===== src/rtl/ps2_mouse_host_seq.sv =====
// Host-side PS/2 mouse sequencer: runs the power-up command/response handshake
// over a byte-level PHY, then decodes 3-byte stream packets into button/motion outputs.
module ps2_mouse_host_seq #(
    parameter int unsigned TIMEOUT_CYCLES = 5000000,
    parameter int unsigned MAX_RETRY      = 3
) (
    input  logic       Clk,
    input  logic       Rst,
    output logic       tx_req,
    output logic [7:0] tx_data,
    input  logic       tx_busy,
    input  logic       tx_done,
    input  logic       tx_err,
    input  logic       rx_valid,
    input  logic [7:0] rx_data,
    input  logic       rx_perr,
    output logic       ready,
    output logic       fail,
    output logic       pkt_valid,
    output logic       Click,
    output logic [2:0] btn,
    output logic [8:0] MagX,
    output logic [8:0] MagY,
    output logic [1:0] ovf,
    output logic [1:0] retries
);

    localparam int unsigned TW = $clog2(TIMEOUT_CYCLES + 1);
    localparam int unsigned RW = (MAX_RETRY > 0) ? $clog2(MAX_RETRY + 1) : 1;

    typedef enum logic [2:0] {
        S_TX_RST, S_W_ACK1, S_W_BAT, S_W_ID, S_TX_EN, S_W_ACK2, S_STREAM, S_FAIL
    } state_t;

    state_t          state_q, state_d;
    logic [TW-1:0]   timer_q, timer_d;
    logic [RW-1:0]   retry_q, retry_d;
    logic [1:0]      idx_q, idx_d;
    logic [7:0]      b0_q, b0_d, b1_q, b1_d;
    logic            pend_q, pend_d, pend_perr_q, pend_perr_d;
    logic [7:0]      pend_data_q, pend_data_d;
    logic            tx_req_q, tx_req_d;
    logic [7:0]      tx_data_q, tx_data_d;
    logic            ready_q, ready_d, fail_q, fail_d, pkt_q, pkt_d, click_q, click_d;
    logic [2:0]      btn_q, btn_d;
    logic [8:0]      magx_q, magx_d, magy_q, magy_d;
    logic [1:0]      ovf_q, ovf_d, retries_q, retries_d;

    logic            timeout, failure, resend, accept;
    logic            in_v, in_perr;
    logic [7:0]      in_data, expect_byte;

    // State and output registers
    always_ff @(posedge Clk) begin
        if (Rst) begin
            state_q     <= S_TX_RST;
            timer_q     <= '0;
            retry_q     <= '0;
            idx_q       <= '0;
            b0_q        <= '0;
            b1_q        <= '0;
            pend_q      <= 1'b0;
            pend_perr_q <= 1'b0;
            pend_data_q <= '0;
            tx_req_q    <= 1'b0;
            tx_data_q   <= 8'h00;
            ready_q     <= 1'b0;
            fail_q      <= 1'b0;
            pkt_q       <= 1'b0;
            click_q     <= 1'b0;
            btn_q       <= '0;
            magx_q      <= '0;
            magy_q      <= '0;
            ovf_q       <= '0;
            retries_q   <= '0;
        end else begin
            state_q     <= state_d;
            timer_q     <= timer_d;
            retry_q     <= retry_d;
            idx_q       <= idx_d;
            b0_q        <= b0_d;
            b1_q        <= b1_d;
            pend_q      <= pend_d;
            pend_perr_q <= pend_perr_d;
            pend_data_q <= pend_data_d;
            tx_req_q    <= tx_req_d;
            tx_data_q   <= tx_data_d;
            ready_q     <= ready_d;
            fail_q      <= fail_d;
            pkt_q       <= pkt_d;
            click_q     <= click_d;
            btn_q       <= btn_d;
            magx_q      <= magx_d;
            magy_q      <= magy_d;
            ovf_q       <= ovf_d;
            retries_q   <= retries_d;
        end
    end

    // Next-state and output logic
    always_comb begin
        state_d     = state_q;
        timer_d     = timer_q;
        retry_d     = retry_q;
        idx_d       = idx_q;
        b0_d        = b0_q;
        b1_d        = b1_q;
        pend_d      = 1'b0;
        pend_perr_d = pend_perr_q;
        pend_data_d = pend_data_q;
        tx_req_d    = tx_req_q;
        tx_data_d   = tx_data_q;
        pkt_d       = 1'b0;
        click_d     = click_q;
        btn_d       = btn_q;
        magx_d      = magx_q;
        magy_d      = magy_q;
        ovf_d       = ovf_q;
        failure     = 1'b0;
        resend      = 1'b0;
        accept      = 1'b0;

        timeout = (timer_q == TW'(TIMEOUT_CYCLES - 1));

        // A byte that arrived together with tx_done is replayed in the wait state
        in_v    = pend_q | rx_valid;
        in_data = pend_q ? pend_data_q : rx_data;
        in_perr = pend_q ? pend_perr_q : rx_perr;

        case (state_q)
            S_W_BAT: expect_byte = 8'hAA;
            S_W_ID:  expect_byte = 8'h00;
            default: expect_byte = 8'hFA;
        endcase

        case (state_q)
            S_TX_RST, S_TX_EN: begin
                if (tx_req_q && tx_err) begin
                    failure = 1'b1;
                end else if (tx_req_q && tx_done) begin
                    tx_req_d    = 1'b0;
                    state_d     = (state_q == S_TX_RST) ? S_W_ACK1 : S_W_ACK2;
                    pend_d      = rx_valid;
                    pend_data_d = rx_data;
                    pend_perr_d = rx_perr;
                end else if (!tx_req_q && !tx_busy) begin
                    tx_req_d  = 1'b1;
                    tx_data_d = (state_q == S_TX_RST) ? 8'hFF : 8'hF4;
                end
            end
            S_W_ACK1, S_W_BAT, S_W_ID, S_W_ACK2: begin
                if (in_v) begin
                    if (!in_perr && in_data == expect_byte) begin
                        case (state_q)
                            S_W_ACK1: state_d = S_W_BAT;
                            S_W_BAT:  state_d = S_W_ID;
                            S_W_ID:   state_d = S_TX_EN;
                            default:  state_d = S_STREAM;
                        endcase
                    end else if (!in_perr && in_data == 8'hFE &&
                                 (state_q == S_W_ACK1 || state_q == S_W_ACK2)) begin
                        resend  = 1'b1;
                        state_d = (state_q == S_W_ACK1) ? S_TX_RST : S_TX_EN;
                    end else begin
                        failure = 1'b1;
                    end
                end else if (timeout) begin
                    failure = 1'b1;
                end
            end
            S_STREAM: begin
                if (rx_valid && rx_perr) begin
                    idx_d = 2'd0;
                end else if (rx_valid) begin
                    case (idx_q)
                        2'd0: begin
                            if (rx_data[3]) begin
                                b0_d   = rx_data;
                                idx_d  = 2'd1;
                                accept = 1'b1;
                            end
                        end
                        2'd1: begin
                            b1_d   = rx_data;
                            idx_d  = 2'd2;
                            accept = 1'b1;
                        end
                        default: begin
                            btn_d   = b0_q[2:0];
                            click_d = b0_q[0] | b0_q[1];
                            magx_d  = {b0_q[4], b1_q};
                            magy_d  = {b0_q[5], rx_data};
                            ovf_d   = {b0_q[7], b0_q[6]};
                            pkt_d   = 1'b1;
                            idx_d   = 2'd0;
                            accept  = 1'b1;
                        end
                    endcase
                end else if (idx_q != 2'd0 && timeout) begin
                    idx_d = 2'd0;
                end
            end
            default: begin
                tx_req_d = 1'b0;
            end
        endcase

        if (failure || resend) begin
            retry_d  = retry_q + RW'(1);
            tx_req_d = 1'b0;
            if (retry_d == RW'(MAX_RETRY)) begin
                state_d = S_FAIL;
            end else if (failure) begin
                state_d = S_TX_RST;
            end
        end

        if (state_d != state_q || failure || resend || accept) begin
            timer_d = '0;
        end else if (state_q != S_FAIL && !(state_q == S_STREAM && idx_q == 2'd0) && !timeout) begin
            timer_d = timer_q + TW'(1);
        end

        ready_d   = (state_d == S_STREAM);
        fail_d    = (state_d == S_FAIL);
        retries_d = (32'(retry_d) > 32'd3) ? 2'd3 : 2'(retry_d);
    end

    assign tx_req    = tx_req_q;
    assign tx_data   = tx_data_q;
    assign ready     = ready_q;
    assign fail      = fail_q;
    assign pkt_valid = pkt_q;
    assign Click     = click_q;
    assign btn       = btn_q;
    assign MagX      = magx_q;
    assign MagY      = magy_q;
    assign ovf       = ovf_q;
    assign retries   = retries_q;

endmodule


===== config.mk =====
export PLATFORM = sky130hd
export DESIGN_NAME = ps2_mouse_host_seq
export DESIGN_NICKNAME = d
export VERILOG_FILES = /design/src/rtl/ps2_mouse_host_seq.sv
export SDC_FILE = /design/constraint.sdc
export NUM_CORES = 1
export LEC_CHECK = 0
export CORE_ASPECT_RATIO = 0.7
export CORE_MARGIN = 5
export CORE_UTILIZATION = 35
export DETAILED_ROUTE_END_ITERATION = 10
export PLACE_DENSITY = 0.55
export REMOVE_ABC_BUFFERS = 1
export SYNTH_ARGS = -nofsm -noshare
export SYNTH_HDL_FRONTEND = slang
export SYNTH_SLANG_ARGS = --single-unit

===== constraint.sdc =====
create_clock -name Clk -period 4.75 [get_ports Clk]
set_clock_uncertainty 0.2 [all_clocks]
set_input_delay 0.7125 -clock Clk [delete_from_list [all_inputs] [get_ports Clk]]
set_output_delay 0.7125 -clock Clk [all_outputs]
set_load 0.01 [all_outputs]

==> results of run 1 <==
## critical path, cell delays in order
cell and delay [ps]:
clkdlybuf4s50_1 520, or4_1 560, mux2i_1 170, a22oi_2 160, nor4_1 410, a211o_1 170
a211o_1 600, nor3_1 120
## layout make-up
cell class                      count  area (um^2)  share of cell area, %
Clock buffer                       10          229                   4.85
Sequential cell                    85         1700                   36.0
Timing Repair Buffer               57          553                   11.7
Multi-Input combinational cell    331         1940                   41.0
Clock inverter                      6         93.8                   1.99
Tap cell                          153          191                   4.05
Inverter                            4         15.0                  0.318
## state kept, by name, indices dropped and copies added (netlist names), 2 cells and up
| register | cells |
|---|---|
| MagX | 9 |
| idx_q | 2 |
| tx_data | 2 |
| b0_q | 7 |
| MagY | 9 |
| ovf | 2 |
| timer_q | 23 |
| btn | 3 |
| retries | 2 |
| pend_data_q | 8 |
| state_q | 3 |
| b1_q | 8 |
## routing by layer
metal / share of wire, % / vias to the layer above / track usage [%]
met4: 1.8 / 0 / 4.88
met2: 40 / 78 / 19.6
met1: 52 / 1497 / 22.6
met5: 0 / - / 0
met3: 6.1 / 16 / 4.09
li1: - / 1643 / -
## per-stage QoR
| step | cells | area, um^2 | setup WS (ps) | power [mW] |
|---|---|---|---|---|
| floorplan | 420 | 3650 | 1670 | 0.840 |
| global placement | 630 | 4400 | 1050 | 0.927 |
| detailed placement | 630 | 4400 | 930 | 0.929 |
| CTS | 646 | 4720 | 1290 | 1.69 |
| global route | 646 | 4720 | 1070 | 1.74 |
| finish | 646 | 4720 | 1290 | 1.68 |
## path summary, 6_finish.rpt
kind	endpoint	slack, ps	depth (start not counted)
setup / recovery	timer_q[2]	1290	8
hold / removal	MagY[2]	250	2
setup reg to reg	timer_q[2]	1600	7
hold reg to reg	MagY[2]	250	2
## Yosys cell counts, drive strengths merged, types with 11 or more instances
master	count
dfxtp	85
nand2	67
nor2	43
a21oi	42
nor3	30
nand3	21
mux2i	20
clkbuf	18
buf	15
xor2	14
and3	12
nand4	11
## power breakdown
part	leakage [nW]	internal [mW]	switching [mW]
sequential	0.686	0.729	0.0238
combinational	0.829	0.0690	0.0924
clock	0.154	0.465	0.297
## cells by family after synthesis
logic type	after synthesis	share of synthesized area, %
AO/OA/AOI/OAI	63	10.2
AND/OR/NAND/NOR	221	28.3
XOR/XNOR	23	5.24
buffers and inverters	37	5.31
multiplexers	22	6.09
adder cells (fa/ha/maj)	2	0.651
flip-flops	85	44.3
==> summary.md, run 1 <==
| Metric | Value |
|---|---|
| Status | `finished, final reports clean` |
| Clk sink count | `85` |
| Required time of the critical path | `4740 ps` |
| Initial Utilization | `35.3%` |
| GRT Util Overall | `14.8%` |
| H-tree depth | `3` |
| Standard-cell rows | `32` |
| Postcts setup bufs | `0` |
| Setup_tns | `0 ps` |
| Hold crit path type | `reg2reg` |
| Vias per inst | `5.01` |
| Syn_area_per_cell | `8.48 um^2` |
| Clk buf depth | `2` |
| Die area | `13200 um^2` |
| Yosys top cell area share | `44.3%` |
| Worst Tran Pin Value | `928 ps` |
| DR WL/cell | `14.8 um` |
| Startpoint types | `primary input` |
| Top Ports | `53` |
| Setup crit start | `rx_data[7]` |
| Leakage Power | `1.67 nW` |
| Yosys cell types | `52` |
| Post-synth EDFFs | `0` |
| Commonest non-fill, non-tap cell in the layout | `dfxtp_1` |
| Worst flop-to-flop path startpoint | `pend_q` |
| Die W | `135 um` |
| Highest Clock Rate | `289 MHz` |
| Drt drc | `0` |
| Area grow syn2layout | `22.9%` |
| Antenna viol nets, final | `0` |
| Sequential fraction of the synthesis area | `44.3%` |
| Initial antenna violation count | `0` |
| CTS root buffer | `clkbuf_16` |
| Total vias in the final route | `3234` |
| Util after Layout | `43.4%` |
| DRT Pass-1 Iters | `4` |
| Fin crit share | `72.9%` |
| Share of cells above drive strength 1 | `6.29%` |
| First-pass GRT wire length | `15700 um` |
| DP Wirelength | `6700 um` |
| Final hold violation count | `0` |
| Antenna diodes | `0` |
| Port Buffers | `52` |
| Pwr Density | `355 nW/um^2` |
| Max Cap Violations | `0` |
| GR Overflow Total | `0` |
| Slew Viols, Final | `0` |
| RSZ-0062 raised after global routing | `no` |
| Crit path time final | `3460 ps` |
| Synth async-reset ratio | `0%` |
| DR iter-0 viols | `212` |
| Top cell type by total area after synthesis | `dfxtp_1` |
| DRT Wirelength | `9580 um` |
| Worst-path clk slew | `60 ps` |
| Post-CTS sizing | `0` |
| Core area | `10900 um^2` |
| Slew headroom | `38.1%` |
| Crit end category | `register` |
| Largest net degree at the start of global routing | `35` |
| YS warnings | `0` |
| Die height | `97.7 um` |
| Clk_lat worst skew | `340 ps` |
| Filler instances | `1116` |
| Most frequent cells in the layout | `85 x dfxtp_1, 67 x nand2_1, 51 x clkdlybuf4s50_1, 43 x nor2_1, 42 x a21oi_1` |
| TritonCTS buffer count | `9` |
| TritonCTS clock tree | `done` |
| Nets@finish | `505` |
| Yosys reg bits | `85` |
| Final setup viols | `0` |
| Worst Hold Launch | `MagY[2]` |
| Crit Path Max Fanout | `23` |
| Hold buffers post-CTS | `0` |
| Post-synthesis cell count | `453` |
| Synth top area cells | `dfxtp_1 44%, nand2_1 6.5%, a21oi_1 5.5%` |
| Vias in the first global route | `2980` |
| Routability Congestion | `0.868` |
| Critical path class | `in2reg` |
| Ys flop type | `dfxtp_1` |
| Hold Slack | `252 ps` |
| Worst vdd ir | `0.000185 V` |
| Mapped Area | `3840 um^2` |
| CP arrival | `3450 ps` |
No activity file was read; power rests on OpenSTA's default activity.
==> run 2: changes to the inputs <==
Settings changed: PLACE_DENSITY 0.55 to 0.57.
Clock period 4.75 ns to 3.06 ns, I/O delays scaled along.
==> summary.md, run 2 (same netlist as run 1, synthesis figures left out) <==
| Metric | Value |
|---|---|
| Initial Utilization | `35.3% (unchanged)` |
| Largest net degree at the start of global routing | `62 (+77%)` |
| Comb power frac | `12.1% (+2.5 points)` |
| DP Worst Slack | `-149 ps (-1080 ps)` |
| DP Wirelength | `6910 um (+3.2%)` |
| CP arrival | `2900 ps (-550 ps)` |
| DR iter-0 viols | `229 (+8.0%)` |
| Reg with most FFs | `timer_q` |
| H-tree depth | `3 (unchanged)` |
| Routability Congestion | `0.932 (+7.4%)` |
| TritonCTS buffer count | `9 (unchanged)` |
| DR WL/cell | `14.4 um (-2.8%)` |
| Crit Path Max Fanout | `23 (unchanged)` |
| Clk buf depth | `2 (unchanged)` |
| Status | `finished, final reports clean` |
| Core area | `10900 um^2 (unchanged)` |
| Max Cap Violations | `0 (unchanged)` |
| Commonest non-fill, non-tap cell in the layout | `dfxtp_1` |
| Share of cells above drive strength 1 | `11.0% (+4.7 points)` |
| Fin crit share | `94.1%` |
| Worst-path clk slew | `60 ps (about the same)` |
| Antenna viol nets, final | `0 (unchanged)` |
| Required time of the critical path | `3080 ps (-1660 ps)` |
| DRT Pass-1 Iters | `4 (unchanged)` |
| Die height | `97.7 um (unchanged)` |
| Startpoint types | `primary input` |
| Clk network pwr share | `40.9% (-4.6 points)` |
| Die W | `135 um (unchanged)` |
| Final hold violation count | `0 (unchanged)` |
| DRT Wirelength | `9700 um (+1.3%)` |
| Hold crit path type | `reg2reg` |
| Die area | `13200 um^2 (unchanged)` |
| Pwr Density | `503 nW/um^2 (+42%)` |
| Filler instances | `1079 (-3.3%)` |
| Worst Tran Pin Value | `636 ps (-292 ps)` |
| Total vias in the final route | `3383 (+4.6%)` |
| Port Buffers | `52 (unchanged)` |
| Initial antenna violation count | `0 (unchanged)` |
| Critical path class | `in2reg` |
| GRT Util Overall | `14.9% (+0.12 points)` |
| Slew headroom | `57.6% (+19 points)` |
| Max reg flops | `23 (unchanged)` |
| FF/Latch Area | `1700 um^2 (unchanged)` |
| Area grow syn2layout | `27.6%` |
| Nets@finish | `532 (+5.3%)` |
| Final worst setup slack | `179 ps (-1110 ps)` |
| Final setup viols | `0 (unchanged)` |
| Highest Clock Rate | `347 MHz` |
| Hold Slack | `250 ps (-1.76 ps)` |
| Flop pwr share | `47.0% (+2.1 points)` |
| GR Overflow Total | `0 (unchanged)` |
| RSZ-0062 raised after global routing | `no` |
| Most frequent cells in the layout | `85 x dfxtp_1, 67 x nand2_1, 51 x clkdlybuf4s50_1, 43 x nor2_1, 42 x a21oi_1` |
| Total net switching power | `0.621 mW (+50%)` |
| Clk sink count | `85 (unchanged)` |
| CTS root buffer | `clkbuf_16` |
| Standard-cell rows | `32 (unchanged)` |
| Vias per inst | `5.03 (+0.41%)` |
| Leakage Power | `1.78 nW (+6.8%)` |
| Antenna diodes | `0 (unchanged)` |
| Drt drc | `0 (unchanged)` |
| Top Ports | `53 (unchanged)` |
| TritonCTS clock tree | `done` |
| Clk_lat worst skew | `330 ps (about the same)` |
| First-pass GRT wire length | `16000 um (+1.9%)` |
| Vias in the first global route | `3116 (+4.6%)` |
| Crit end category | `register` |
| Net Sw Frac | `25.2% (+0.51 points)` |
| Crit path time final | `2880 ps` |
| Internal Power | `1.84 mW (+46%)` |
| Worst vdd ir | `0.000253 V (+37%)` |
| Area of the multi-input gates | `1940 um^2 (unchanged)` |
| Slew Viols, Final | `0 (unchanged)` |
## run 2: cell count changes in the layout (fill, tap and decap cells not counted)
cell        delta
bufinv_16      -2
clkinvlp_4     +1
o21ai_0        -1
o21ai_1        +1
clkbuf_8       +1
buf_12         +2
inv_6          -1
buf_4         +25
clkbuf_1       +1
## run 2: power groups by stage
stage	registers [mW]	logic (mW)	clock network [mW]
floorplan	1.19	0.112	0
global placement	1.18	0.293	0
CTS	1.16	0.299	1.04
global route	1.16	0.324	1.08
finish	1.16	0.299	1.01
detailed placement	1.18	0.297	0
## run 2: timing repair
| action | CTS | global route |
|---|---|---|
| gates resized for setup | 0 | 1 |
| hold buffers | 0 | 0 |
| setup endpoints to repair | 0 | 7 |
| setup buffers | 0 | 0 |
## run 2: worst max-delay path, cell delays in order
cell and delay (ps):
clkdlybuf4s50_1 480, or4_1 490, mux2i_1 220, a22oi_2 150
nor4_1 530, a211o_1 180, a211o_1 140, buf_12 170
nor3_1 70
## run 2: path summary, 6_finish.rpt
| kind | startpoint | endpoint | slack [ps] | cells after the start |
|---|---|---|---|---|
| hold reg to reg | b1_q[6] | MagX[6] | 250 | 2 |
| setup / recovery | rx_data[3] | timer_q[13] | 180 | 9 |
| setup reg to reg | state_q[1] | timer_q[13] | 320 | 8 |
| hold / removal | b1_q[6] | MagX[6] | 250 | 2 |
## run 2: layer usage
metal | GRT usage (%) | up-vias | part of all wire, %
li1 | - | 1696 | -
met1 | 23.1 | 1601 | 52
met2 | 20.7 | 81 | 42
met3 | 3.52 | 5 | 4.9
met4 | 3.18 | 0 | 0.86
met5 | 0 | - | 0
## run 2: area by class of cell
type                       count  area share, %
multi-input combinational    331           39.5
sequential                    85           34.7
timing repair buffer          84           15.9
clock buffer                  12           5.02
tap                          153           3.90
clock inverter                 4          0.663
inverter                       4          0.306
## run 2: metrics by stage
stage,instances,instance area [um^2],setup TNS (ps),utilization (%),power (mW)
final,673,4910,0,45.0,2.47
after CTS,673,4910,0,45.0,2.50
after floorplan,420,3650,0,-,1.30
after global routing,673,4910,0,45.0,2.57
after global placement,657,4630,-2450,42.5,1.47
after detailed placement,657,4630,-2930,42.5,1.48
